### src/rtl/calc_pkg.sv
// Shared definitions for the keypad calculator: key codes, operator and
// state encodings, and the operand magnitude limit derived from digit count.
package calc_pkg;

   localparam logic [3:0] KEY_ADD = 4'd10;
   localparam logic [3:0] KEY_SUB = 4'd11;
   localparam logic [3:0] KEY_EQ  = 4'd12;
   localparam logic [3:0] KEY_CLR = 4'd13;

   localparam int CALC_DIGITS = 4;

   typedef enum logic {
      OP_ADD = 1'b0,
      OP_SUB = 1'b1
   } op_t;

   typedef enum logic [2:0] {
      ST_ENTER1      = 3'd0,
      ST_OP_WAIT     = 3'd1,
      ST_ENTER2      = 3'd2,
      ST_CALC        = 3'd3,
      ST_SHOW_RESULT = 3'd4,
      ST_ERROR       = 3'd5
   } state_t;

   // Largest value representable with the given number of decimal digits.
   function automatic int calcMax(input int digits);
      int m;
      m = 1;
      for (int i = 0; i < digits; i++) m = m * 10;
      return m - 1;
   endfunction

   localparam int CALC_MAX = calcMax(CALC_DIGITS);

endpackage

### src/rtl/calc_alu.sv
// Combinational signed add/subtract with a decimal range check: ovf_o flags
// any result whose magnitude exceeds MAX.
module calc_alu #(
   parameter int WIDTH = 16,
   parameter int MAX   = 9999
) (
   input  logic signed [WIDTH-1:0] a_i,
   input  logic signed [WIDTH-1:0] b_i,
   input  logic                    opSub_i,
   output logic signed [WIDTH-1:0] res_o,
   output logic                    ovf_o
);

   localparam logic signed [WIDTH-1:0] MAX_W    = WIDTH'(MAX);
   localparam logic signed [WIDTH-1:0] NEG_MAX_W = -MAX_W;

   always_comb begin
      res_o = opSub_i ? (a_i - b_i) : (a_i + b_i);
      ovf_o = (res_o > MAX_W) || (res_o < NEG_MAX_W);
   end

endmodule

### src/rtl/calc_sequencer.sv
// Keypad calculator sequencer: accumulates decimal operands from key strobes,
// sequences operand/operator/equals with chaining, result reuse and error.
module calc_sequencer
   import calc_pkg::*;
#(
   parameter int DIGITS = CALC_DIGITS,
   parameter int WIDTH  = 16
) (
   input  logic             clk,
   input  logic             reset,
   input  logic             key_valid,
   input  logic [3:0]       key_code,
   output logic [WIDTH-1:0] display_value,
   output logic             display_neg,
   output logic             num1_en,
   output logic             num2_en,
   output logic             result_valid,
   output logic             overflow,
   output logic             key_dropped
);

   localparam int MAX   = calcMax(DIGITS);
   localparam int CNT_W = $clog2(DIGITS + 1);
   localparam logic [CNT_W-1:0] DIGITS_C = CNT_W'(DIGITS);

   // Sums of two in-range operands must never wrap the datapath.
   if ((64'd1 << (WIDTH - 1)) <= 64'(2 * MAX)) begin : g_widthCheck
      $error("calc_sequencer: WIDTH too small for DIGITS");
   end

   state_t                  state_q, state_d;
   logic signed [WIDTH-1:0] op1_q, op1_d;
   logic signed [WIDTH-1:0] op2_q, op2_d;
   op_t                     op_q, op_d;
   op_t                     pendOp_q, pendOp_d;
   logic                    pendValid_q, pendValid_d;
   logic [CNT_W-1:0]        cnt_q, cnt_d;
   logic                    overflow_q, overflow_d;
   logic                    resultValid_q, resultValid_d;
   logic                    keyDropped_q, keyDropped_d;

   logic signed [WIDTH-1:0] aluRes;
   logic                    aluOvf;
   logic                    isDigit, isOp, isEq, isClr;
   op_t                     keyOp;
   logic signed [WIDTH-1:0] digitVal;
   logic signed [WIDTH-1:0] shown;

   function automatic logic signed [WIDTH-1:0] appendDigit(
      input logic signed [WIDTH-1:0] v,
      input logic        [3:0]       d
   );
      return (v <<< 3) + (v <<< 1) + {{(WIDTH-4){1'b0}}, d};
   endfunction

   calc_alu #(
      .WIDTH (WIDTH),
      .MAX   (MAX)
   ) u_alu (
      .a_i     (op1_q),
      .b_i     (op2_q),
      .opSub_i (op_q == OP_SUB),
      .res_o   (aluRes),
      .ovf_o   (aluOvf)
   );

   always_comb begin
      isDigit  = key_valid && (key_code <= 4'd9);
      isOp     = key_valid && ((key_code == KEY_ADD) || (key_code == KEY_SUB));
      isEq     = key_valid && (key_code == KEY_EQ);
      isClr    = key_valid && (key_code == KEY_CLR);
      keyOp    = (key_code == KEY_SUB) ? OP_SUB : OP_ADD;
      digitVal = {{(WIDTH-4){1'b0}}, key_code};
   end

   always_ff @(posedge clk or posedge reset) begin
      if (reset) begin
         state_q       <= ST_ENTER1;
         op1_q         <= '0;
         op2_q         <= '0;
         op_q          <= OP_ADD;
         pendOp_q      <= OP_ADD;
         pendValid_q   <= 1'b0;
         cnt_q         <= '0;
         overflow_q    <= 1'b0;
         resultValid_q <= 1'b0;
         keyDropped_q  <= 1'b0;
      end else begin
         state_q       <= state_d;
         op1_q         <= op1_d;
         op2_q         <= op2_d;
         op_q          <= op_d;
         pendOp_q      <= pendOp_d;
         pendValid_q   <= pendValid_d;
         cnt_q         <= cnt_d;
         overflow_q    <= overflow_d;
         resultValid_q <= resultValid_d;
         keyDropped_q  <= keyDropped_d;
      end
   end

   always_comb begin
      state_d       = state_q;
      op1_d         = op1_q;
      op2_d         = op2_q;
      op_d          = op_q;
      pendOp_d      = pendOp_q;
      pendValid_d   = pendValid_q;
      cnt_d         = cnt_q;
      overflow_d    = overflow_q;
      resultValid_d = 1'b0;
      keyDropped_d  = 1'b0;

      if (isClr && (state_q != ST_CALC)) begin
         state_d     = ST_ENTER1;
         op1_d       = '0;
         op2_d       = '0;
         op_d        = OP_ADD;
         pendOp_d    = OP_ADD;
         pendValid_d = 1'b0;
         cnt_d       = '0;
         overflow_d  = 1'b0;
      end else begin
         case (state_q)
            ST_ENTER1: begin
               if (isDigit && (cnt_q < DIGITS_C)) begin
                  op1_d = appendDigit(op1_q, key_code);
                  cnt_d = cnt_q + CNT_W'(1);
               end else if (isOp) begin
                  op_d    = keyOp;
                  cnt_d   = '0;
                  state_d = ST_OP_WAIT;
               end
            end
            ST_OP_WAIT: begin
               if (isDigit) begin
                  op2_d   = digitVal;
                  cnt_d   = CNT_W'(1);
                  state_d = ST_ENTER2;
               end else if (isOp) begin
                  op_d = keyOp;
               end
            end
            ST_ENTER2: begin
               if (isDigit && (cnt_q < DIGITS_C)) begin
                  op2_d = appendDigit(op2_q, key_code);
                  cnt_d = cnt_q + CNT_W'(1);
               end else if (isEq) begin
                  pendValid_d = 1'b0;
                  state_d     = ST_CALC;
               end else if (isOp) begin
                  pendOp_d    = keyOp;
                  pendValid_d = 1'b1;
                  state_d     = ST_CALC;
               end
            end
            // Any key arriving here is lost; the keypad has no queue.
            ST_CALC: begin
               keyDropped_d = key_valid;
               pendValid_d  = 1'b0;
               if (aluOvf) begin
                  overflow_d = 1'b1;
                  state_d    = ST_ERROR;
               end else if (pendValid_q) begin
                  op1_d   = aluRes;
                  op_d    = pendOp_q;
                  op2_d   = '0;
                  cnt_d   = '0;
                  state_d = ST_OP_WAIT;
               end else begin
                  op1_d         = aluRes;
                  resultValid_d = 1'b1;
                  state_d       = ST_SHOW_RESULT;
               end
            end
            ST_SHOW_RESULT: begin
               if (isDigit) begin
                  op1_d   = digitVal;
                  cnt_d   = CNT_W'(1);
                  state_d = ST_ENTER1;
               end else if (isOp) begin
                  op_d    = keyOp;
                  cnt_d   = '0;
                  state_d = ST_OP_WAIT;
               end else if (isEq) begin
                  pendValid_d = 1'b0;
                  state_d     = ST_CALC;
               end
            end
            ST_ERROR: begin
               overflow_d = 1'b1;
            end
            default: begin
               state_d = ST_ENTER1;
            end
         endcase
      end
   end

   always_comb begin
      case (state_q)
         ST_ENTER2: shown = op2_q;
         ST_ERROR:  shown = '0;
         ST_CALC:   shown = op1_q;
         default:   shown = op1_q;
      endcase
      display_neg   = shown[WIDTH-1];
      display_value = display_neg ? -shown : shown;
      num1_en       = (state_q == ST_ENTER1) || (state_q == ST_SHOW_RESULT);
      num2_en       = (state_q == ST_OP_WAIT) || (state_q == ST_ENTER2);
      result_valid  = resultValid_q;
      overflow      = overflow_q;
      key_dropped   = keyDropped_q;
   end

endmodule
### config.mk
export PLATFORM = sky130hd
export DESIGN_NAME = calc_sequencer
export DESIGN_NICKNAME = d
export VERILOG_FILES = /design/src/rtl/calc_pkg.sv /design/src/rtl/calc_alu.sv /design/src/rtl/calc_sequencer.sv
export SDC_FILE = /design/constraint.sdc
export NUM_CORES = 1
export LEC_CHECK = 0
export CORE_ASPECT_RATIO = 1.25
export CORE_MARGIN = 8
export CORE_UTILIZATION = 50
export DETAILED_ROUTE_END_ITERATION = 8
export MAX_ROUTING_LAYER = met4
export PLACE_DENSITY = 0.68
export SYNTH_ARGS = -nofsm -noshare
export SYNTH_HDL_FRONTEND = slang
export SYNTH_SLANG_ARGS = --single-unit
### constraint.sdc
create_clock -name clk -period 4.45 [get_ports clk]
set_input_delay 1.335 -clock clk [delete_from_list [all_inputs] [get_ports clk]]
set_output_delay 1.335 -clock clk [all_outputs]
set_load 0.005 [all_outputs]
==> flow_summary.toml, run 1 <==
[run_status]
status = "completed"

[sta]
finalHoldViolations = 0
fmax_mhz = 226.7
skew_ps = 9.129
period_needed_ps = 4412
maxSlewHeadroom_pct = 31.54
period_share_pct = 99.14
final-setup-viol-count = 0
worst_slew_pin_slew_ps = 1027
drv_slew = 0
grt_setup_unrepaired = "yes"

[synth]
synth_edf_count = 0
avgSynthCellArea_sq_um = 8.225
ys_ff_latch = 44
syn_nets = 764
synthArstFlopShare_pct = 100.0
yosys-top-cells-count = "nor2_1, ha_1, nand2_1"
yosysUniqueCellTypes = 75
yosysTopAreaCellShare_pct = 19.63
synth_area_leaders = "dfrtp_1, ha_1, xnor2_1"
yosys.cell_count.top_type = "nor2_1"
seq_area_frac_synth_pct = 19.63
yosysWarnings = 0
synth_cells = 682
synth_flop_cell = "dfrtp_1"
synth.largest_area_cell = "dfrtp_1"
syn_area_sq_um = 5609

[cts]
clock_sinks = 44
cts_buffer_depth = 2
cts.clk_slew.worst_paths_ps = 70
clk_latency_ps = 290
cts_hold_buf = 0
htreeDepth = 2
cts_made_buffers = 5
tritoncts = "done"
root_buffer = "clkbuf_16"

[detailed_routing]
drc = 0
vias = 5589
vias_per_cell = 6.259
routedWlPerCell_um = 19.09
drt-total-wl_um = 17050
dr.first_iter.drc_count = 270
drt_pass1_iterations = 5
postRouteAntennaNets = 0

[die]
start_util_pct = 50.86
die_h_um = 134.4
die_area_sq_um = 14890
core_area_sq_um = 11030
die_w_um = 110.7
ios = 29
core.rowCount = 43

[placement]
io_buffers = 28
routabilityCongestion = 0.9716
placed_area_sq_um = 6366
dp_hpwl_um = 13040

[setup_path]
cp_max_fo = 3
slowest_delay_ps = 480
reg2reg_from = "op2_q[0]$_DFFE_PP0P_"
critical_path.startpoint = "key_code[3]"
crit_path_end_kind = "flop"
cp_num_buf_inv = 2
cp.arrival_ps = 4590
reg2reg_slack_ps = 130
cp_top_family = "compound AO/OA/AOI/OAI gates"
critPathRequiredTime_ps = 4630
crit_chain = "clkdlybuf4s50_1 -> buf_6 -> fa_1 -> ha_1 -> a21oi_2 -> o21ai_2 -> nor4_4 -> nor3_2 -> a2111oi_4 -> nor3_2 -> a31oi_1 -> xnor2_1 -> a32o_1 -> mux2_4"
setup.worst_path.class = "input port to flop"
cp_common_cell = "nor3_2"
critPathSlowestCell = "clkdlybuf4s50_1"
cp-start-kind = "input port"

[global_route]
grt_max_degree = 45
grt_pass1_vias = 5541
grt-ovfl-total = 0
grt_pass1_wl_um = 27130
grt_usage_pct = 22.55
antenna_found_initial = 0

[hold_path]
hp-start = "overflow$_DFFE_PP0P_"
hold_path.class = "flop to flop"

[final_layout]
design_area_sq_um = 6787
nets = 839
area_growth_syn_to_layout_pct = 20.99
layout-drive-gt1-share_pct = 18.07
diodes = 0

[job]
maxCapViolations = 0
## metal layers
| metal | track usage [%] | part of all wire, % | up-vias |
|---|---|---|---|
| li1 | - | - | 2681 |
| met1 | 23.61 | 40 | 2683 |
| met2 | 40.21 | 52 | 164 |
| met3 | 2.368 | 3.3 | 61 |
| met4 | 13.47 | 5.0 | 0 |
| met5 | - | 0 | - |
## logic make-up (layout without fill, tap and decap cells)
| family | Yosys count | in the layout | synth area share (%) |
|---|---|---|---|
| muxes | 26 | 26 | 5.711 |
| DFF | 44 | 44 | 19.63 |
| and+or+nand+nor | 215 | 215 | 17.80 |
| AOI/OAI and AO/OA | 206 | 206 | 25.56 |
| xor gates and xnor gates | 63 | 63 | 9.837 |
| adders and majority gates | 75 | 75 | 17.40 |
| buffers and inverters | 53 | 129 | 4.060 |
## sequential cells by signal, summed over array words and instances (netlist names)
signal        count
op1_q            16
overflow          1
pendValid_q       1
op_q              1
cnt_q             3
op2_q            16
pendOp_q          1
key_dropped       1
state_q           3
result_valid      1
## area by class of cell
cell class,count,area [sq um]
Tap cell,135,168.9
Fill cell,938,4243
Clock inverter,2,10.01
Inverter,28,105.1
Clock buffer,6,138.9
Sequential cell,44,1102
Timing Repair Buffer,93,800.8
Multi-Input combinational cell,585,4461
## final timing paths
check / endpoint / cells past startpoint
max in group asynchronous: state_q[0]$_DFFE_PP0P_ / 2
min: overflow$_DFFE_PP0P_ / 2
max: op1_q[15]$_DFFE_PP0P_ / 14
min in group asynchronous: cnt_q[0]$_DFFE_PP0P_ / 2
min reg2reg: overflow$_DFFE_PP0P_ / 2
max reg2reg: op1_q[0]$_DFFE_PP0P_ / 18
## stage by stage
step	TNS (ps)	utilization, %	hold slack (ps)	cells	setup WS (ps)
floorplan	0	-	441.7	682	394.2
global placement	-2316	57.72	475.7	874	-362.1
detailed placement	-3323	57.72	470.5	874	-437.3
CTS	0	60.15	484.9	889	0.6604
global route	-286.0	61.53	525.4	893	-45.73
finish	0	61.53	482.4	893	38.05
## worst register-to-register path, delay by kind of cell, from the launching register on
kind,cells,cell delay [ps]
simple gates,4,590
compound gates,6,1560
buf+inv,3,410
xor+xnor,2,360
mux,1,340
flops,1,400
fa+ha+maj,2,540
## placed cells by master (no fill, tap or decap), types with 4 or more instances in the layout
master	Yosys	layout
a21o_1	7	7
a21oi_1	51	45
a21oi_2	0	5
a22o_1	6	6
a22oi_1	30	26
a22oi_2	0	4
a31oi_1	10	10
and2_1	4	4
and3_1	7	7
buf_4	1	61
clkbuf_16	0	5
clkdlybuf4s50_1	0	28
dfrtp_1	44	43
fa_1	5	4
ha_1	70	69
inv_1	26	25
mux2_2	12	12
mux2_4	9	9
mux2i_1	5	5
nand2_1	54	53
nand2b_1	4	4
nand3_1	13	13
nor2_1	73	71
nor2b_1	10	9
nor3_1	23	19
nor4_1	7	6
o211ai_1	4	4
o21a_1	10	10
o21ai_0	38	30
o21ai_1	0	6
o21bai_1	4	4
or2_2	5	5
or3_1	4	4
xnor2_1	50	50
xor2_1	13	12
## repair_timing
action                                  4_1_cts  5_1_grt
setup buffers                                 7        4
resized for setup                            19       30
pin swaps                                    11       12
endpoints found under the setup margin       19       45
Power of run 1 is not shown: default switching activity piles up to over one toggle a cycle in this logic, so the estimate is an artifact.
==> run 2: changes to the inputs <==
Clock period 4.45 ns to 4.74 ns, I/O delays scaled along.
==> flow_summary.toml, run 2 (synthesis gave the netlist of run 1 again) <==
[sta]
final-setup-viol-count = 0
finalHoldViolations = 0
drv_slew = 0
fmax_mhz = 218.7
layout_setup_ws_ps = 168.0
maxSlewHeadroom_pct = 23.94
skew_ps = 8.563
period_needed_ps = 4572
period_share_pct = 96.46
holdWs_ps = 497.6
worst_slew_pin_slew_ps = 1141

[placement]
io_buffers = 28
routabilityCongestion = 0.9385
place_ws_ps = -236.6
dp_hpwl_um = 12490

[final_layout]
layout_common_cells = "nor2_1, ha_1, nand2_1"
multi_input_area_sq_um = 4328
nets = 810
final_util_pct = 58.47
diodes = 0
area_growth_syn_to_layout_pct = 14.97
final_common_cell = "nor2_1"
layout-drive-gt1-share_pct = 11.93
fillers = 1006
top_regs = "op1_q: 16 flops, op2_q: 16 flops"
seq_area_sq_um = 1101

[setup_path]
cp.arrival_ps = 4750
critPathRequiredTime_ps = 4920
cp_max_fo = 7
setup.worst_path.class = "input port to flop"
crit_path_end_kind = "flop"
cp-start-kind = "input port"

[cts]
tritoncts = "done"
htreeDepth = 2
clock_sinks = 44
root_buffer = "clkbuf_16"
clk_latency_ps = 290
cts_buffer_depth = 2
cts.clk_slew.worst_paths_ps = 60
cts_made_buffers = 5

[run_status]
status = "completed"

[detailed_routing]
dr.first_iter.drc_count = 256
drt_pass1_iterations = 5
routedWlPerCell_um = 18.64
vias_per_cell = 6.256
drc = 0
postRouteAntennaNets = 0
vias = 5405
drt-total-wl_um = 16100

[global_route]
grt-ovfl-total = 0
grt_pass1_vias = 5357
antenna_found_initial = 0
grt_max_degree = 45
grt_pass1_wl_um = 26540
grt_usage_pct = 21.83

[die]
start_util_pct = 50.86
die_w_um = 110.7
die_area_sq_um = 14890
ios = 29
core.rowCount = 43
core_area_sq_um = 11030
die_h_um = 134.4

[job]
maxCapViolations = 0

[hold_path]
hold_path.class = "flop to flop"
-- run 2: cell count changes in the layout (fill, tap and decap cells not counted), sizes merged --
| cell | delta |
|---|---|
| bufinv | +1 |
| clkinv | -1 |
| dlymetal6s2s | +1 |
| clkdlybuf4s50 | -1 |
| buf | -29 |
-- run 2: layout make-up --
type	instances	share of cell area [%]
multi-input combinational	585	67.11
sequential	44	17.07
clock buffer	6	1.998
inverter	28	1.630
timing repair buffer	64	9.022
tap	135	2.619
clock inverter	2	0.5433
-- run 2: final timing paths --
path / start / to / slack, ps / cells after the start
max: key_code[3] / op1_q[15]$_DFFE_PP0P_ / 170 / 14
min: overflow$_DFFE_PP0P_ / overflow$_DFFE_PP0P_ / 500 / 2
max reg2reg: op2_q[2]$_DFFE_PP0P_ / op1_q[2]$_DFFE_PP0P_ / 270 / 16
min reg2reg: overflow$_DFFE_PP0P_ / overflow$_DFFE_PP0P_ / 500 / 2
max in group asynchronous: reset / op1_q[15]$_DFFE_PP0P_ / 2450 / 2
min in group asynchronous: reset / cnt_q[2]$_DFFE_PP0P_ / 1670 / 2
-- run 2: critical path, stage by stage --
cell and delay (ps):
clkdlybuf4s50_1 480, buf_6 140, fa_1 450, ha_1 300, a21oi_2 160, o21ai_2 80, nor4_2 320, nor3_2 110
a2111oi_2 420, nor3_2 90, a31oi_1 190, xnor2_1 100, a32o_1 220, mux2_4 260
-- run 2: what timing repair did --
action / 4_1_cts / 5_1_grt
endpoints found under the setup margin: 2 / 13
resized for setup: 1 / 15
pin swaps: 0 / 12
cloned: 0 / 0
hold buffers: 0 / 0
buffers inserted: 0 / 4
-- run 2: per-layer routing --
layer | share of wire, % | up-vias | GRT usage, %
met1 | 42 | 2598 | 24.09
met5 | 0 | - | -
met4 | 4.1 | 0 | 10.08
met2 | 51 | 138 | 38.98
met3 | 2.8 | 55 | 1.921
li1 | - | 2614 | -
-- run 2: per-stage QoR --
stage	TNS [ps]	area, sq um	instances
after floorplan	0	5609	682
after global placement	-373.2	6176	852
after detailed placement	-831.0	6176	852
after CTS	0	6344	860
after global routing	-82.85	6449	864
final	0	6449	864
Power of run 2 is left out for the same reason.
